===== src/rtl/adc_ad7687_if.sv =====
//------------------------------------------------------------------------------
// adc_ad7687_if
// Purpose : stream handshake between the AD7687 reader and its consumer.
// Signals :
//   m_axis_valid  sample word is presented (driven by the reader)
//   s_axis_ready  consumer accepts the word on this edge
//   m_axis_data   16-bit two's-complement ADC code
// Modports: master (the ADC reader), slave (the downstream consumer)
//------------------------------------------------------------------------------
interface adc_ad7687_if;
   logic        m_axis_valid;
   logic        s_axis_ready;
   logic [15:0] m_axis_data;

   modport master (
      output m_axis_valid,
      output m_axis_data,
      input  s_axis_ready
   );

   modport slave (
      input  m_axis_valid,
      input  m_axis_data,
      output s_axis_ready
   );
endinterface


===== src/rtl/adc_ad7687.sv =====
//------------------------------------------------------------------------------
// adc_ad7687
// Purpose : SPI master reader for the AD7687 16-bit SAR ADC in 3-wire CS mode.
//           A sample-period counter paces conversions; each frame holds CNV
//           high for the conversion time, clocks 16 bits out on SCLK/MISO and
//           presents the word on a valid/ready stream.
// Ports   :
//   mclk         system clock
//   rst          synchronous, active-high reset
//   en           enables sampling (a running frame always completes)
//   cnv          convert start; low doubles as chip select
//   sclk         SPI clock, idle low
//   miso         ADC serial data out
//   axis         stream master (m_axis_valid / s_axis_ready / m_axis_data)
//   overrun      sticky flag: a completed sample was dropped
//   overrun_clr  clears overrun (and the drop counter)
//   overrun_cnt  saturating dropped-sample count
// Optional feature macro: ADC_AD7687_OVERRUN_CNT_EN adds the overrun_cnt
//           port and its counter. Without it the port is absent.
//------------------------------------------------------------------------------
module adc_ad7687 #(
   parameter int MCLK_CYCLES_PER_SAMPLE        = 200,
   parameter int MCLK_CYCLES_PER_SPI_CLK_CYCLE = 4,
   parameter int CONV_CYCLES                   = 112
) (
   input  logic                mclk,
   input  logic                rst,
   input  logic                en,
   output logic                cnv,
   output logic                sclk,
   input  logic                miso,
   adc_ad7687_if.master        axis,
   output logic                overrun,
   input  logic                overrun_clr
`ifdef ADC_AD7687_OVERRUN_CNT_EN
   ,
   output logic [15:0]         overrun_cnt
`endif
);

   localparam int SPI = MCLK_CYCLES_PER_SPI_CLK_CYCLE;
   localparam int PW  = (MCLK_CYCLES_PER_SAMPLE > 1) ? $clog2(MCLK_CYCLES_PER_SAMPLE) : 1;
   localparam int CW  = $clog2(CONV_CYCLES + 1);
   localparam int SW  = (SPI > 1) ? $clog2(SPI) : 1;

   // Parameter sanity: the frame must fit inside one sample period.
   generate
      if (!(CONV_CYCLES + 16 * SPI + 2 < MCLK_CYCLES_PER_SAMPLE)) begin : g_bad_period
         $error("adc_ad7687: CONV_CYCLES + 16*SPI + 2 must be below MCLK_CYCLES_PER_SAMPLE");
      end
      if ((SPI < 2) || ((SPI % 2) != 0)) begin : g_bad_spi
         $error("adc_ad7687: MCLK_CYCLES_PER_SPI_CLK_CYCLE must be even and at least 2");
      end
   endgenerate

   typedef enum logic [2:0] {
      ST_IDLE = 3'd0,
      ST_CONV = 3'd1,
      ST_GAP  = 3'd2,
      ST_XFER = 3'd3,
      ST_DONE = 3'd4
   } state_t;

   state_t       r_state;
   state_t       w_state_nxt;
   logic [PW-1:0] r_period;
   logic [CW-1:0] r_conv_cnt;
   logic [SW-1:0] r_phase;
   logic [4:0]    r_bit_cnt;
   logic [15:0]   r_shift;
   logic          r_valid;
   logic [15:0]   r_data;
   logic          r_overrun;

   logic w_frame_start;
   logic w_conv_last;
   logic w_phase_last;
   logic w_capture;
   logic w_handshake;
   logic w_load;
   logic w_drop;

   assign w_frame_start = (r_state == ST_IDLE) && en && (r_period == PW'(0));
   assign w_conv_last   = (r_conv_cnt == CW'(CONV_CYCLES - 1));
   assign w_phase_last  = (r_phase == SW'(SPI - 1));
   // Sample MISO one mclk after the SCLK rise, well before the fall.
   assign w_capture     = (r_state == ST_XFER) && (r_phase == SW'(0));
   assign w_handshake   = r_valid && axis.s_axis_ready;
   assign w_load        = (r_state == ST_DONE) && (!r_valid || w_handshake);
   assign w_drop        = (r_state == ST_DONE) && r_valid && !axis.s_axis_ready;

   // Sample-period counter, held at zero while sampling is disabled.
   always_ff @(posedge mclk) begin
      if (rst) begin
         r_period <= PW'(0);
      end else if (!en) begin
         r_period <= PW'(0);
      end else if (r_period == PW'(MCLK_CYCLES_PER_SAMPLE - 1)) begin
         r_period <= PW'(0);
      end else begin
         r_period <= r_period + PW'(1);
      end
   end

   // Frame state register.
   always_ff @(posedge mclk) begin
      if (rst) begin
         r_state <= ST_IDLE;
      end else begin
         r_state <= w_state_nxt;
      end
   end

   // Frame next-state decode.
   always_comb begin
      w_state_nxt = r_state;
      case (r_state)
         ST_IDLE: begin
            if (w_frame_start) begin
               w_state_nxt = ST_CONV;
            end else begin
               w_state_nxt = ST_IDLE;
            end
         end
         ST_CONV: begin
            if (w_conv_last) begin
               w_state_nxt = ST_GAP;
            end else begin
               w_state_nxt = ST_CONV;
            end
         end
         ST_GAP: begin
            w_state_nxt = ST_XFER;
         end
         ST_XFER: begin
            if (w_phase_last && (r_bit_cnt == 5'd16)) begin
               w_state_nxt = ST_DONE;
            end else begin
               w_state_nxt = ST_XFER;
            end
         end
         ST_DONE: begin
            w_state_nxt = ST_IDLE;
         end
         default: begin
            w_state_nxt = ST_IDLE;
         end
      endcase
   end

   // Conversion-time counter, running only while CNV is high.
   always_ff @(posedge mclk) begin
      if (rst) begin
         r_conv_cnt <= CW'(0);
      end else if ((r_state == ST_CONV) && !w_conv_last) begin
         r_conv_cnt <= r_conv_cnt + CW'(1);
      end else begin
         r_conv_cnt <= CW'(0);
      end
   end

   // SCLK phase counter within each SPI period.
   always_ff @(posedge mclk) begin
      if (rst) begin
         r_phase <= SW'(0);
      end else if ((r_state == ST_XFER) && !w_phase_last) begin
         r_phase <= r_phase + SW'(1);
      end else begin
         r_phase <= SW'(0);
      end
   end

   // Captured-bit counter; cleared outside the transfer.
   always_ff @(posedge mclk) begin
      if (rst) begin
         r_bit_cnt <= 5'd0;
      end else if (r_state != ST_XFER) begin
         r_bit_cnt <= 5'd0;
      end else if (w_capture) begin
         r_bit_cnt <= r_bit_cnt + 5'd1;
      end else begin
         r_bit_cnt <= r_bit_cnt;
      end
   end

   // MSB-first shift register; reset discards any partial sample.
   always_ff @(posedge mclk) begin
      if (rst) begin
         r_shift <= 16'd0;
      end else if (w_capture) begin
         r_shift <= {r_shift[14:0], miso};
      end else begin
         r_shift <= r_shift;
      end
   end

   // Output word and valid: a load in DONE wins over the handshake clear.
   always_ff @(posedge mclk) begin
      if (rst) begin
         r_valid <= 1'b0;
         r_data  <= 16'd0;
      end else if (w_load) begin
         r_valid <= 1'b1;
         r_data  <= r_shift;
      end else if (w_handshake) begin
         r_valid <= 1'b0;
         r_data  <= r_data;
      end else begin
         r_valid <= r_valid;
         r_data  <= r_data;
      end
   end

   // Sticky overrun flag; a drop beats a simultaneous clear.
   always_ff @(posedge mclk) begin
      if (rst) begin
         r_overrun <= 1'b0;
      end else if (w_drop) begin
         r_overrun <= 1'b1;
      end else if (overrun_clr) begin
         r_overrun <= 1'b0;
      end else begin
         r_overrun <= r_overrun;
      end
   end

`ifdef ADC_AD7687_OVERRUN_CNT_EN
   logic [15:0] r_overrun_cnt;

   // Saturating drop counter; a drop during clear restarts it at one.
   always_ff @(posedge mclk) begin
      if (rst) begin
         r_overrun_cnt <= 16'd0;
      end else if (w_drop && overrun_clr) begin
         r_overrun_cnt <= 16'd1;
      end else if (w_drop) begin
         if (r_overrun_cnt != 16'hFFFF) begin
            r_overrun_cnt <= r_overrun_cnt + 16'd1;
         end else begin
            r_overrun_cnt <= r_overrun_cnt;
         end
      end else if (overrun_clr) begin
         r_overrun_cnt <= 16'd0;
      end else begin
         r_overrun_cnt <= r_overrun_cnt;
      end
   end

   assign overrun_cnt = r_overrun_cnt;
`endif

   // CNV and SCLK decode straight from registers, so they cannot glitch.
   assign cnv               = (r_state == ST_CONV);
   assign sclk              = (r_state == ST_XFER) && (r_phase < SW'(SPI / 2));
   assign axis.m_axis_valid = r_valid;
   assign axis.m_axis_data  = r_data;
   assign overrun           = r_overrun;

endmodule

===== src/flat_wrapper.sv =====
// flat-port wrapper written by rule: the top's interface ports become plain ports
module adc_ad7687_flat 
#(
   parameter int MCLK_CYCLES_PER_SAMPLE        = 200,
   parameter int MCLK_CYCLES_PER_SPI_CLK_CYCLE = 4,
   parameter int CONV_CYCLES                   = 112
)
  (mclk, rst, en, cnv, sclk, miso, overrun, overrun_clr, axis_m_axis_valid, axis_m_axis_data, axis_s_axis_ready);
  adc_ad7687_if axis_i ();
  input  logic mclk;
  input  logic rst;
  input  logic en;
  output logic cnv;
  output logic sclk;
  input  logic miso;
  output logic overrun;
  input  logic overrun_clr;
  output wire logic [$bits(axis_i.m_axis_valid)-1:0] axis_m_axis_valid;
  output wire logic [$bits(axis_i.m_axis_data)-1:0] axis_m_axis_data;
  input wire logic [$bits(axis_i.s_axis_ready)-1:0] axis_s_axis_ready;
  assign axis_m_axis_valid = axis_i.m_axis_valid;
  assign axis_m_axis_data = axis_i.m_axis_data;
  assign axis_i.s_axis_ready = axis_s_axis_ready;
  adc_ad7687 #(.MCLK_CYCLES_PER_SAMPLE(MCLK_CYCLES_PER_SAMPLE), .MCLK_CYCLES_PER_SPI_CLK_CYCLE(MCLK_CYCLES_PER_SPI_CLK_CYCLE), .CONV_CYCLES(CONV_CYCLES)) u_core (.mclk(mclk), .rst(rst), .en(en), .cnv(cnv), .sclk(sclk), .miso(miso), .axis(axis_i), .overrun(overrun), .overrun_clr(overrun_clr));
endmodule

===== config.mk =====
export PLATFORM = sky130hd
export DESIGN_NAME = adc_ad7687_flat
export DESIGN_NICKNAME = d
export VERILOG_FILES = /design/src/rtl/adc_ad7687_if.sv /design/src/rtl/adc_ad7687.sv /design/src/flat_wrapper.sv
export SDC_FILE = /design/constraint.sdc
export NUM_CORES = 1
export LEC_CHECK = 0
export ABC_AREA = 1
export CAP_MARGIN = 15
export CORE_UTILIZATION = 28
export DETAILED_ROUTE_END_ITERATION = 12
export PLACE_DENSITY = 0.57
export SLEW_MARGIN = 10
export SYNTH_ARGS = -nofsm -noshare
export SYNTH_HDL_FRONTEND = slang
export SYNTH_SLANG_ARGS = --single-unit

===== constraint.sdc =====
create_clock -name mclk -period 1.9 [get_ports mclk]
set_input_delay 0.19 -clock mclk [delete_from_list [all_inputs] [get_ports mclk]]
set_output_delay 0.19 -clock mclk [all_outputs]
set_load 0.01 [all_outputs]

Word level (Yosys, flattened, before mapping)
Cells that the tools add are included.

Bits in registers: 59. Input port bits: 6. Output and inout port bits: 20.

Add/sub/neg operators: 4. Magnitude comparators: 1. Equality and inequality tests: 9. Muxes and demuxes: 8. Bitwise gates (word level): 3. Reduce and logical (&&, ||, !) cells: 25.

Operators with widths (number): $pmux 3 s4 (1); $logic_and 1x1->1 (11); $add 8x1->8 const B (1); $eq 8x8->1 const B (1); $logic_not 8->1 (1); $add 7x1->7 const B (1); $eq 7x7->1 const B (1); $eq 3x2->1 const B (2); $reduce_or 2->1 (3); $add 5x1->5 const B (1); $eq 5x5->1 const B (1); $mux 1 (5); $logic_not 1->1 (4); $reduce_bool 2->1 (2); $eq 3x1->1 const B (1); $eq 3x3->1 const B (1); $logic_not 3->1 (1); $mux 3 (1); $ne 3x2->1 const B (1); $not 1->1 (3); $reduce_or 3->1 (1); $add 2x1->2 const B (1); $eq 2x2->1 const B (1); $logic_not 2->1 (1); 3 further kinds (3).

Logic depth before layout (Yosys ltp)
Depth after elaboration: 5. Depth in mapped cells: 9. Mapped depth without buffers: 9.

Least setup slack after synthesis
Ideal clock, no wire load.

Kind: register -> register. From: reg u_core.r_state[0]. To: reg u_core.r_data[11] (netlist: u_core.axis.m_axis_data[11]). Setup time: 0.130 ns. Data arrival time: 1.093 ns. Required time: 1.770 ns. Slack: 0.677 ns. Stages on the path, launching flop included: 6. Path buffers: 1. Path through: dfxtp_1 > nor3_4 > nand2_4 > buf_6 > nand2_1 > a21oi_2.

Cells in the longest elaborated chain, start to end: 2.

RTL lines: start, declared (RTL line adc_ad7687.sv:64) `state_t r_state;`; start signal, assigned (RTL line adc_ad7687.sv:110) `r_state <= w_state_nxt;`; $eq 3x3->1 (RTL line adc_ad7687.sv:89) `assign w_load = (r_state == ST_DONE) && (!r_valid || w_handshake);`; $logic_and 1x1->1 (RTL line adc_ad7687.sv:89); end signal, assigned (RTL line adc_ad7687.sv:204) `r_data <= r_shift;`; end signal, assigned (RTL line adc_ad7687.sv:207) `r_data <= r_data;`; end signal, assigned (RTL line adc_ad7687.sv:210) `r_data <= r_data;`; end, declared (RTL line adc_ad7687.sv:72) `logic [15:0] r_data;`.

Every way passes these cells. A chain may end at the register's enable or synchronous reset.

Final worst setup path
From: reg u_core.r_state[2]. To: out cnv.

Cells in the longest elaborated chain, start to end: 1.

RTL lines: $eq 3x1->1 (RTL line adc_ad7687.sv:253) `assign cnv = (r_state == ST_CONV);`; end, declared (RTL line flat_wrapper.sv:13) `output logic cnv;`.

Every way passes these cells.

==> impl_metrics.xml <==
<?xml version="1.0" encoding="UTF-8"?>
<metrics>
  <group name="global_routing">
    <metric name="antenna_found_initial" unit="">0</metric>
    <metric name="maximum_number_of_pins_on_one_net_before_global_route_repair" unit="">20</metric>
    <metric name="gr-usage-all-layers" unit="%">12.0</metric>
    <metric name="grt_pass1_vias" unit="">1812</metric>
    <metric name="globalRoute.totalOverflow" unit="">0</metric>
    <metric name="wire_length_of_the_first_global_routing_pass" unit="mm">8.07</metric>
  </group>
  <group name="worst_hold_path">
    <metric name="hold_path_class" unit="">flop to flop</metric>
  </group>
  <group name="detailed_routing">
    <metric name="post_drt_wl_per_cell" unit="um">10.3</metric>
    <metric name="drt_pass1_iterations" unit="">4</metric>
    <metric name="drt_first_iter_violations" unit="">67</metric>
    <metric name="drc_errors" unit="">0</metric>
    <metric name="finalWirelength" unit="mm">4.61</metric>
    <metric name="viasPerCell" unit="">4.35</metric>
    <metric name="antenna_left" unit="">0</metric>
    <metric name="routed-via-count" unit="">1952</metric>
  </group>
  <group name="synth">
    <metric name="synth_sequential_area_ratio" unit="%">49.2</metric>
    <metric name="syn_area_per_cell" unit="sq um">7.79</metric>
    <metric name="yosys_warnings" unit="">0</metric>
    <metric name="cell_count_after_synthesis" unit="">308</metric>
    <metric name="ys_seq_elements" unit="">59</metric>
    <metric name="synth.net_count" unit="">321</metric>
    <metric name="syn_area" unit="sq um">2400</metric>
    <metric name="yosys.cell_types.count" unit="">26</metric>
  </group>
  <group name="power_and_ir_drop">
    <metric name="peakVddDrop" unit="V">0.000293</metric>
    <metric name="power.density_cell_area" unit="nW/um^2">876</metric>
    <metric name="p_leak" unit="nW">1.16</metric>
  </group>
  <group name="clocking">
    <metric name="worst_skew_pair.late_latency" unit="ps">340</metric>
    <metric name="cts-htree-levels" unit="">3</metric>
    <metric name="cts-root-buf" unit="">clkbuf_8</metric>
    <metric name="clock_tree.buffer_depth" unit="">2</metric>
    <metric name="number_of_hold_repair_buffers_added_at_the_cts_stage" unit="">0</metric>
    <metric name="cts_sinks" unit="">59</metric>
    <metric name="cts_buffers" unit="">9</metric>
    <metric name="post-cts-setup-buffers" unit="">0</metric>
    <metric name="tritoncts_clock_tree" unit="">built</metric>
    <metric name="clkTransAtPathRegs" unit="ps">70</metric>
  </group>
  <group name="placement">
    <metric name="postPlaceCellArea" unit="sq um">2750</metric>
    <metric name="placed_cells_incl_taps" unit="">433</metric>
    <metric name="port_buffers" unit="">25</metric>
    <metric name="dp.final_hpwl" unit="mm">3.04</metric>
    <metric name="post-place-ws" unit="ps">406</metric>
    <metric name="place_congestion" unit="">0.764</metric>
  </group>
  <group name="timing">
    <metric name="maxSlewViolCount" unit="">0</metric>
    <metric name="timing_worst_slew_pin_value" unit="ps">357</metric>
    <metric name="finalSetupTns" unit="ps">0</metric>
    <metric name="setup_repair_after_global_routing_missed_its_margin" unit="">false</metric>
    <metric name="min_period_over_period" unit="%">89.0</metric>
    <metric name="fin_worst_skew" unit="ps">5.96</metric>
    <metric name="max_freq" unit="MHz">591</metric>
    <metric name="period_minus_slack" unit="ps">1690</metric>
    <metric name="hold_ws" unit="ps">451</metric>
    <metric name="fin_ws" unit="ps">208</metric>
    <metric name="final_hold_viol_count" unit="">0</metric>
    <metric name="max_slew_margin" unit="%">76.2</metric>
    <metric name="finalSetupViolCount" unit="">0</metric>
  </group>
  <group name="floorplanning">
    <metric name="die-area" unit="sq um">8950</metric>
    <metric name="fp.coreArea" unit="sq um">8260</metric>
    <metric name="placement_rows" unit="">33</metric>
    <metric name="die_boundary_height" unit="um">94.6</metric>
    <metric name="initial_cell_density_of_the_core" unit="%">29.1</metric>
    <metric name="pin_count" unit="">26</metric>
    <metric name="width_of_the_chip" unit="um">94.6</metric>
  </group>
  <group name="setup_path">
    <metric name="path_max_fanout" unit="">4</metric>
    <metric name="critical_path.startpoint" unit="">u_core.r_state[2]</metric>
    <metric name="cp-start-kind" unit="">flop</metric>
    <metric name="worst-r2r-cell-count" unit="">7</metric>
    <metric name="rrSetupSlack" unit="ps">530</metric>
    <metric name="timing.setup.critical_path_class" unit="">flop to output port</metric>
    <metric name="critical_path.reg2reg.endpoint" unit="">u_core.r_shift[9]</metric>
    <metric name="cp-end-kind" unit="">output port</metric>
    <metric name="required" unit="ps">1710</metric>
    <metric name="regToRegStartpoint" unit="">u_core.r_phase[0]</metric>
    <metric name="worst-endpoint-arrival" unit="ps">1500</metric>
    <metric name="worstSetupEndpoint" unit="">cnv</metric>
  </group>
  <group name="cells_and_area">
    <metric name="area_growth" unit="%">24.3</metric>
    <metric name="layout.filler_cells" unit="">887</metric>
    <metric name="final_nets" unit="">352</metric>
    <metric name="mostFrequentLayoutCells" unit="">nor2_1, dfxtp_1, nand2_1</metric>
    <metric name="final_area" unit="sq um">2980</metric>
    <metric name="final_cell_count_no_fill" unit="">449</metric>
    <metric name="antenna-diode-count" unit="">0</metric>
    <metric name="layout-drive-gt1-share" unit="%">9.01</metric>
    <metric name="layout.cells.most_common" unit="">nor2_1</metric>
  </group>
  <group name="run">
    <metric name="max_cap_violations" unit="">0</metric>
  </group>
  <group name="outcome">
    <metric name="run_status" unit="">complete, no violations</metric>
  </group>
</metrics>
==> stage by stage <==
| step | utilization, % | power [W] |
|---|---|---|
| after global routing | 36.1 | 0.00272 |
| after global placement | 33.3 | 0.00134 |
| final | 36.1 | 0.00261 |
| after CTS | 36.1 | 0.00266 |
| after detailed placement | 33.3 | 0.00134 |
| after floorplan | - | 0.00131 |
==> critical path, cell delays in order, from the launching register on <==
cell	delay, ps
dfxtp_1	320
inv_2	100
nand3_1	100
inv_1	100
clkdlybuf4s50_1	530
==> registers in the layout, summed over array words and instances, names as in the netlist <==
name,count
u_core.overrun,1
u_core.r_state,3
u_core.r_phase,2
u_core.axis.m_axis_data,16
u_core.r_conv_cnt,7
u_core.r_bit_cnt,5
u_core.r_period,8
u_core.r_shift,16
u_core.axis.m_axis_valid,1
==> cell usage after synthesis <==
master / number / area [sq um]
nor3_1: 5 / 25.0
nand3_2: 1 / 10.0
inv_1: 25 / 93.8
a21boi_0: 1 / 7.51
a21oi_1: 22 / 110
buf_4: 2 / 15.0
buf_2: 1 / 5.00
nand2_4: 1 / 11.3
a21oi_2: 2 / 17.5
nor3_4: 1 / 16.3
inv_2: 3 / 11.3
nand2_1: 50 / 188
dfxtp_1: 59 / 1180
nand3_1: 30 / 150
clkbuf_1: 3 / 11.3
o21ai_0: 17 / 85.1
ha_1: 7 / 87.6
xor2_1: 4 / 35.0
clkbuf_4: 1 / 7.51
nand3b_1: 1 / 7.51
nor3b_1: 1 / 7.51
nand4_1: 5 / 31.3
xnor2_1: 3 / 26.3
nor2_1: 60 / 225
nor2_4: 1 / 11.3
buf_6: 2 / 22.5
==> report_power, final <==
group / switching [W] / total [W] / internal (W)
Clock: 0.000495 / 0.00130 / 0.000808
Combinational: 0.0000339 / 0.0000604 / 0.0000265
Sequential: 0.00000749 / 0.00125 / 0.00124
Total: 0.000536 / 0.00261 / 0.00208
==> per-layer routing <==
| metal | wire, um | vias up | share of wire, % | track usage, % |
|---|---|---|---|---|
| li1 | - | 1055 | - | - |
| met1 | 2330 | 861 | 50 | 14.2 |
| met2 | 2000 | 29 | 43 | 18.8 |
| met3 | 196 | 7 | 4.2 | 5.31 |
| met4 | 88 | 0 | 1.9 | 4.92 |
| met5 | 0 | - | 0 | 0 |
==> cell type report <==
type / instances / area [sq um] / area share [%]
tap: 105 / 131 / 4.40
sequential: 59 / 1180 / 39.7
clock buffer: 12 / 155 / 5.20
timing repair buffer: 29 / 283 / 9.48
inverter: 28 / 105 / 3.52
clock inverter: 4 / 72.6 / 2.43
multi-input combinational: 212 / 1050 / 35.3
==> what timing repair did <==
action                                  CTS  global route
gates resized for setup                   0             4
endpoints found under the setup margin    0             2
endpoints found under the hold margin     0             0
==> kinds of logic after synthesis <==
family / share of synthesized area (%)
buffers and inverters: 6.93
and+or+nand+nor: 28.5
AOI/OAI and AO/OA: 9.18
xor gates and xnor gates: 2.55
adders and majority gates: 3.65
DFF: 49.2
==> worst min-delay path by stage <==
stage                         startpoint                    to  cells after the start
finish              u_core.r_conv_cnt[0]  u_core.r_conv_cnt[0]                      1
global placement    u_core.r_conv_cnt[0]  u_core.r_conv_cnt[0]                      1
detailed placement  u_core.r_conv_cnt[0]  u_core.r_conv_cnt[0]                      1
global route        u_core.r_conv_cnt[0]  u_core.r_conv_cnt[0]                      1
CTS                                 miso     u_core.r_shift[0]                      3
floorplan                           miso     u_core.r_shift[0]                      2
Note: power is estimated with default switching activity, not from simulation.
